File: src/rtl/piso_deb_pkg.sv
// -----------------------------------------------------------------------------
// piso_deb_pkg
// Shared definitions for the piso_deb_stream slice.
//   - DEF_DW / DEF_NWORDS : default beat width and beats per frame
//   - state_t             : serialiser FSM states
// -----------------------------------------------------------------------------
package piso_deb_pkg;

  localparam int DEF_DW     = 8;
  localparam int DEF_NWORDS = 12;

  typedef enum logic [1:0] {
    ST_IDLE = 2'd0,
    ST_SEND = 2'd1,
    ST_CSUM = 2'd2
  } state_t;

endpackage

File: src/rtl/piso_deb_stream_if.sv
// -----------------------------------------------------------------------------
// piso_deb_stream_if
// Control and stream signals of the parallel-in / serial-out streamer.
//   Control : EN_PISO_DEB, CLR_PISO_DEB, START, D_IN (NWORDS*DW frame)
//   Stream  : D_OUT, VALID, LAST, READY
//   Status  : BUSY, DONE, OVR
// modport slave  : the streamer (consumes control, drives stream/status)
// modport master : the controller / sink side
// -----------------------------------------------------------------------------
interface piso_deb_stream_if
  import piso_deb_pkg::*;
#(
  parameter int DW     = DEF_DW,
  parameter int NWORDS = DEF_NWORDS
);

  logic                 EN_PISO_DEB;
  logic                 CLR_PISO_DEB;
  logic                 START;
  logic [NWORDS*DW-1:0] D_IN;
  logic                 READY;
  logic [DW-1:0]        D_OUT;
  logic                 VALID;
  logic                 LAST;
  logic                 BUSY;
  logic                 DONE;
  logic                 OVR;

  modport master (
    output EN_PISO_DEB, CLR_PISO_DEB, START, D_IN, READY,
    input  D_OUT, VALID, LAST, BUSY, DONE, OVR
  );

  modport slave (
    input  EN_PISO_DEB, CLR_PISO_DEB, START, D_IN, READY,
    output D_OUT, VALID, LAST, BUSY, DONE, OVR
  );

endinterface

File: src/rtl/piso_deb_csum.sv
// -----------------------------------------------------------------------------
// piso_deb_csum
// Combinational XOR reduction of all NWORDS beats of a frame.
//   i_frame : NWORDS*DW frame (beat order is irrelevant to XOR)
//   o_csum  : DW-bit XOR of every beat
// -----------------------------------------------------------------------------
module piso_deb_csum
  import piso_deb_pkg::*;
#(
  parameter int DW     = DEF_DW,
  parameter int NWORDS = DEF_NWORDS
) (
  input  logic [NWORDS*DW-1:0] i_frame,
  output logic [DW-1:0]        o_csum
);

  always_comb begin
    o_csum = '0;
    for (int i = 0; i < NWORDS; i++) begin
      o_csum = o_csum ^ i_frame[i*DW +: DW];
    end
  end

endmodule

File: src/rtl/piso_deb_stream.sv
// -----------------------------------------------------------------------------
// piso_deb_stream
// Snapshots a NWORDS*DW frame on START and streams it MSB-beat-first over a
// VALID/READY handshake, optionally followed by an XOR checksum beat.
//   CLKEXT  : clock (rising edge)
//   RST_GLO : asynchronous active-high reset
//   bus     : piso_deb_stream_if.slave (control, stream and status signals)
// -----------------------------------------------------------------------------
module piso_deb_stream
  import piso_deb_pkg::*;
#(
  parameter int DW      = DEF_DW,
  parameter int NWORDS  = DEF_NWORDS,
  parameter int CSUM_EN = 0
) (
  input  logic             CLKEXT,
  input  logic             RST_GLO,
  piso_deb_stream_if.slave bus
);

  localparam int            FW       = NWORDS * DW;
  localparam int            CW       = $clog2(NWORDS);
  localparam logic [CW-1:0] LAST_IDX = CW'(NWORDS - 1);
  localparam bit            HAS_CSUM = (CSUM_EN != 0);

  state_t        r_state;
  state_t        w_state_next;
  logic [FW-1:0] r_shift;
  logic [CW-1:0] r_cnt;
  logic [DW-1:0] r_csum;
  logic          r_done;
  logic          r_ovr;

  logic [DW-1:0] w_csum;
  logic [DW-1:0] w_dout;
  logic          w_valid;
  logic          w_last;
  logic          w_start_ok;
  logic          w_xfer;
  logic          w_final_data;

  // Checksum is taken from D_IN at snapshot time; the shift register loses
  // the early beats as it shifts, so it cannot be recomputed later.
  piso_deb_csum #(
    .DW     (DW),
    .NWORDS (NWORDS)
  ) u_csum (
    .i_frame (bus.D_IN),
    .o_csum  (w_csum)
  );

  assign w_start_ok   = bus.START & bus.EN_PISO_DEB & ~bus.CLR_PISO_DEB;
  assign w_final_data = (r_state == ST_SEND) && (r_cnt == LAST_IDX);
  assign w_xfer       = w_valid & bus.READY;

  // State register
  always_ff @(posedge CLKEXT or posedge RST_GLO) begin
    if (RST_GLO) begin
      r_state <= ST_IDLE;
    end else begin
      r_state <= w_state_next;
    end
  end

  // Next-state logic; clear overrides everything, including transfers
  always_comb begin
    w_state_next = r_state;
    if (bus.CLR_PISO_DEB) begin
      w_state_next = ST_IDLE;
    end else begin
      case (r_state)
        ST_IDLE: if (w_start_ok) w_state_next = ST_SEND;
        ST_SEND: if (w_xfer && w_final_data) w_state_next = HAS_CSUM ? ST_CSUM : ST_IDLE;
        ST_CSUM: if (w_xfer) w_state_next = ST_IDLE;
        default: w_state_next = ST_IDLE;
      endcase
    end
  end

  // Output logic, decoded from registered state only
  always_comb begin
    w_valid = (r_state != ST_IDLE);
    w_last  = (r_state == ST_CSUM) || (w_final_data && !HAS_CSUM);
    w_dout  = (r_state == ST_CSUM) ? r_csum : r_shift[FW-1 -: DW];
  end

  // Datapath: shift register, beat counter, checksum, status flags
  always_ff @(posedge CLKEXT or posedge RST_GLO) begin
    if (RST_GLO) begin
      r_shift <= '0;
      r_cnt   <= '0;
      r_csum  <= '0;
      r_done  <= 1'b0;
      r_ovr   <= 1'b0;
    end else if (bus.CLR_PISO_DEB) begin
      r_shift <= '0;
      r_cnt   <= '0;
      r_csum  <= '0;
      r_done  <= 1'b0;
      r_ovr   <= 1'b0;
    end else begin
      r_done <= w_xfer & w_last;
      if ((r_state == ST_IDLE) && w_start_ok) begin
        r_shift <= bus.D_IN;
        r_cnt   <= '0;
        r_csum  <= w_csum;
      end else if ((r_state == ST_SEND) && w_xfer) begin
        r_shift <= {r_shift[FW-DW-1:0], {DW{1'b0}}};
        // Explicit wrap so non-power-of-two NWORDS restart at beat 0
        r_cnt   <= w_final_data ? '0 : r_cnt + CW'(1);
      end
      if (w_start_ok && w_valid) begin
        r_ovr <= 1'b1;
      end
    end
  end

  assign bus.D_OUT = w_dout;
  assign bus.VALID = w_valid;
  assign bus.LAST  = w_last;
  assign bus.BUSY  = w_valid;
  assign bus.DONE  = r_done;
  assign bus.OVR   = r_ovr;

endmodule

File: src/flat_wrapper.sv
// flat-port wrapper written by rule: the top's interface ports become plain ports
module piso_deb_stream_flat import piso_deb_pkg::*;
#(
  parameter int DW      = DEF_DW,
  parameter int NWORDS  = DEF_NWORDS,
  parameter int CSUM_EN = 0
)
  (CLKEXT, RST_GLO, bus_EN_PISO_DEB, bus_CLR_PISO_DEB, bus_START, bus_D_IN, bus_READY, bus_D_OUT, bus_VALID, bus_LAST, bus_BUSY, bus_DONE, bus_OVR);
  piso_deb_stream_if #(.DW(DW), .NWORDS(NWORDS)) bus_i ();
  input  logic CLKEXT;
  input  logic RST_GLO;
  input wire logic [$bits(bus_i.EN_PISO_DEB)-1:0] bus_EN_PISO_DEB;
  input wire logic [$bits(bus_i.CLR_PISO_DEB)-1:0] bus_CLR_PISO_DEB;
  input wire logic [$bits(bus_i.START)-1:0] bus_START;
  input wire logic [$bits(bus_i.D_IN)-1:0] bus_D_IN;
  input wire logic [$bits(bus_i.READY)-1:0] bus_READY;
  output wire logic [$bits(bus_i.D_OUT)-1:0] bus_D_OUT;
  output wire logic [$bits(bus_i.VALID)-1:0] bus_VALID;
  output wire logic [$bits(bus_i.LAST)-1:0] bus_LAST;
  output wire logic [$bits(bus_i.BUSY)-1:0] bus_BUSY;
  output wire logic [$bits(bus_i.DONE)-1:0] bus_DONE;
  output wire logic [$bits(bus_i.OVR)-1:0] bus_OVR;
  assign bus_i.EN_PISO_DEB = bus_EN_PISO_DEB;
  assign bus_i.CLR_PISO_DEB = bus_CLR_PISO_DEB;
  assign bus_i.START = bus_START;
  assign bus_i.D_IN = bus_D_IN;
  assign bus_i.READY = bus_READY;
  assign bus_D_OUT = bus_i.D_OUT;
  assign bus_VALID = bus_i.VALID;
  assign bus_LAST = bus_i.LAST;
  assign bus_BUSY = bus_i.BUSY;
  assign bus_DONE = bus_i.DONE;
  assign bus_OVR = bus_i.OVR;
  piso_deb_stream #(.DW(DW), .NWORDS(NWORDS), .CSUM_EN(CSUM_EN)) u_core (.CLKEXT(CLKEXT), .RST_GLO(RST_GLO), .bus(bus_i));
endmodule
File: config.mk
export PLATFORM = sky130hd
export DESIGN_NAME = piso_deb_stream_flat
export DESIGN_NICKNAME = d
export VERILOG_FILES = /design/src/rtl/piso_deb_pkg.sv /design/src/rtl/piso_deb_stream_if.sv /design/src/rtl/piso_deb_csum.sv /design/src/rtl/piso_deb_stream.sv /design/src/flat_wrapper.sv
export SDC_FILE = /design/constraint.sdc
export NUM_CORES = 1
export LEC_CHECK = 0
export CAP_MARGIN = 5
export CORE_MARGIN = 4
export CORE_UTILIZATION = 45
export CTS_CLUSTER_SIZE = 40
export DETAILED_ROUTE_END_ITERATION = 16
export PLACE_DENSITY = 0.78
export SLEW_MARGIN = 0
export SYNTH_ARGS = -nofsm -noshare
export SYNTH_HDL_FRONTEND = slang
export SYNTH_HIERARCHICAL = 1
export SYNTH_SLANG_ARGS = --single-unit
File: constraint.sdc
create_clock -name CLKEXT -period 7.6 [get_ports CLKEXT]
set_input_delay 1.9 -clock CLKEXT [delete_from_list [all_inputs] [get_ports CLKEXT]]
set_output_delay 1.9 -clock CLKEXT [all_outputs]
set_load 0.02 [all_outputs]
==> impl_metrics.csv <==
group,metric,value,unit
status,status,"completed",
power,p_leak,2.607,nW
layout,finish.utilization,57.52,%
clock_network,post-cts-setup-buffers,0,
layout,layout.nets,740,
routing,ant_nets,0,
floorplan,ios,115,
floorplan,fp.coreArea,0.01142,mm^2
routing,dr_total_vias,4346,
layout,layout_common_cells,"clkdlybuf4s50_1, dfrtp_1, nand2_1, nor2_1, a21oi_1",
timing,tightestPinTransition,1168,ps
worst_setup_path,crit_slowest_cell,"clkdlybuf4s50_1",
timing,rsz0062_at_grt,"no",
clock_network,cts_buffer_depth,2,
worst_setup_path,worstPathArrival,1870,ps
floorplan,die_area,0.01343,mm^2
worst_setup_path,cp-start-kind,"flop",
routing,viasPerCell,5.558,
synth,yosysSeqAreaShare,49.20,%
floorplan,start_util,45.88,%
floorplan,die_h,115.9,um
worst_setup_path,cp_slowest_stage_delay,610,ps
worst_setup_path,crit_path_max_fanout,5,
routing,drt_first_pass_iters,5,
global_routing,grt_overflow_total,0,
clock_network,clk_latency,340,ps
global_routing,grt_pass1_wl,21390,um
placement,dp_hpwl,8130,um
synth,synth.distinct_cells,26,
layout,syn_to_final_growth,25.36,%
worst_setup_path,critical-path-top-delay-family,"buffers and inverters",
timing,finalHoldViolCount,0,
floorplan,die_w,115.9,um
synth,ys_warn_count,6,
clock_network,cts_tree,"yes",
placement,port_buffers,114,
layout,drive_above_1_share,12.83,%
timing,finalClockSkew,8.109,ps
routing,wl_per_cell,16.47,um
layout,num_antenna_cells,0,
synth,ys_seq_elements,103,
timing,tns,0,ps
run,maxCapViolCount,0,
synth,synthesis.nets,674,
global_routing,grtUsageTotal,19.45,%
worst_setup_path,end_kind,"output port",
clock_network,cts_hold_buf,0,
synth,synthCells,571,
timing,drv_slew,0,
layout,design_area,0.006568,mm^2
worst_setup_path,critPathBufInv,1,
routing,drc,0,
worst_setup_path,cp_cell_sequence,"ha_1 -> nand3b_1 -> nor2_1 -> clkdlybuf4s50_1",
routing,drtIter0Drc,402,
worst_setup_path,critPathRequiredTime,5700,ps
hold_path,hold_class,"reg -> reg",
timing,timing.final.crit_period,3770,ps
clock_network,cts_root_buffer,"clkbuf_16",
global_routing,grt_max_degree,102,
synth,syn_area,0.005239,mm^2
worst_setup_path,cp_num_cells,4,
clock_network,path_clk_slew,70,ps
placement,gp_congestion,0.7672,
timing,relSlewSlack,22.16,%
layout,fillers,1041,
power,vdd_drop_max,0.1086,mV
timing,fmax,265.3,MHz
power,p_per_area,201.8,mW/mm^2
clock_network,clkSinkCount,103,
clock_network,htree_levels,3,
global_routing,antenna_found_initial,0,
timing,min_period_over_period,49.61,%
layout,mostFrequentLayoutCell,"clkdlybuf4s50_1",
clock_network,post_cts_resized,0,
clock_network,numCtsBuffers,9,
timing,setup_viol,0,
routing,finalWirelength,12880,um
worst_setup_path,path_class,"reg -> out",
floorplan,core.rowCount,39,
hold_path,hold_depth,2,
global_routing,grt_pass1_vias,4476,
placement,place_area,0.006245,mm^2
worst_setup_path,rr_worst_depth,4,
synth,synth_area_per_cell,9.175,um^2
==> power breakdown <==
group          internal [mW]  switching [mW]  total (mW)
registers              0.585          0.0238       0.609
logic                 0.0983           0.110       0.208
clock network          0.316           0.192       0.509
==> stage by stage <==
step           hold slack [ps]  cells  power (mW)  worst slack [ps]
2_1_floorplan            502.0    571      0.7447              2996
3_3_place_gp             485.6    769      0.8205              3617
3_5_place_dp             520.6    769      0.8271              3573
4_1_cts                  532.7    782       1.336              3833
5_1_grt                  559.0    782       1.380              3713
6_report                 528.7    782       1.325              3830
==> path summary, 6_finish.rpt <==
| path | startpoint | end | slack, ps |
|---|---|---|---|
| setup / recovery | u_core/r_cnt[0]$_DFFE_PP0P_ | bus_LAST | 3830 |
| hold / removal | u_core/r_shift[91]$_DFFE_PP0P_ | u_core/r_shift[91]$_DFFE_PP0P_ | 530 |
| setup reg to reg | u_core/r_state[0]$_DFFE_PP0P_ | u_core/r_shift[47]$_DFFE_PP0P_ | 5340 |
| hold reg to reg | u_core/r_shift[91]$_DFFE_PP0P_ | u_core/r_shift[91]$_DFFE_PP0P_ | 530 |
| max in group asynchronous | RST_GLO | u_core/r_shift[73]$_DFFE_PP0P_ | 4460 |
| min in group asynchronous | RST_GLO | u_core/r_shift[40]$_DFFE_PP0P_ | 1990 |
==> state kept, by name, summed over array words and instances (netlist names) <==
signal / cells
u_core/bus.OVR: 1
u_core/bus.DONE: 1
u_core/r_state: 1
u_core/r_shift: 96
u_core/r_cnt: 4
==> worst min-delay path, cell delays in order, from the launching register on <==
cell and delay, ps:
dfrtp_1 370, nand2_1 60, a211oi_1 60
==> area by class of cell <==
class,instances,area (um^2),area share (%)
Sequential cell,103,2577,39.25
Multi-Input combinational cell,403,2310,35.17
Timing Repair Buffer,118,1169,17.79
Clock buffer,9,225.2,3.429
Tap cell,143,178.9,2.724
Clock inverter,4,97.59,1.486
Inverter,2,10.01,0.1524
==> cell usage after synthesis <==
master    number  area (um^2)
dfrtp_1      103         2577
nand2_1       99        371.6
nor2_1        92        345.3
a21oi_1       67        335.3
a211oi_1      57        427.9
a211oi_2      30        375.4
a21oi_2       30        262.8
buf_2         25        125.1
clkbuf_1      17        63.81
buf_4         15        112.6
nand3_1       13        65.06
buf_6          3        33.78
nand3b_1       3        22.52
a31oi_1        2        12.51
buf_1          2        7.510
inv_1          2        7.510
nor3_1         2        10.01
a221oi_1       1        8.760
a311oi_1       1        8.760
and2_1         1        6.260
and3b_1        1        8.760
buf_8          1        15.01
ha_1           1        12.51
mux2i_1        1        10.01
nand4_1        1        6.260
or3_1          1        6.260
==> logic make-up after synthesis <==
kind of cell / Yosys count / synth area share (%)
simple gates: 213 / 16.07
fa+ha+maj: 1 / 0.2388
mux: 1 / 0.1911
compound gates: 188 / 27.32
flops: 103 / 49.20
buf+inv: 65 / 6.974
==> routing by layer <==
layer / global-route usage, % / routed length (um) / vias to the layer above
li1: - / - / 2098
met1: 26.59 / 5580 / 2120
met2: 32.49 / 6491 / 117
met3: 3.290 / 666 / 11
met4: 4.718 / 138 / 0
met5: 0 / 0 / -
No activity file was read; power rests on OpenSTA's default activity.
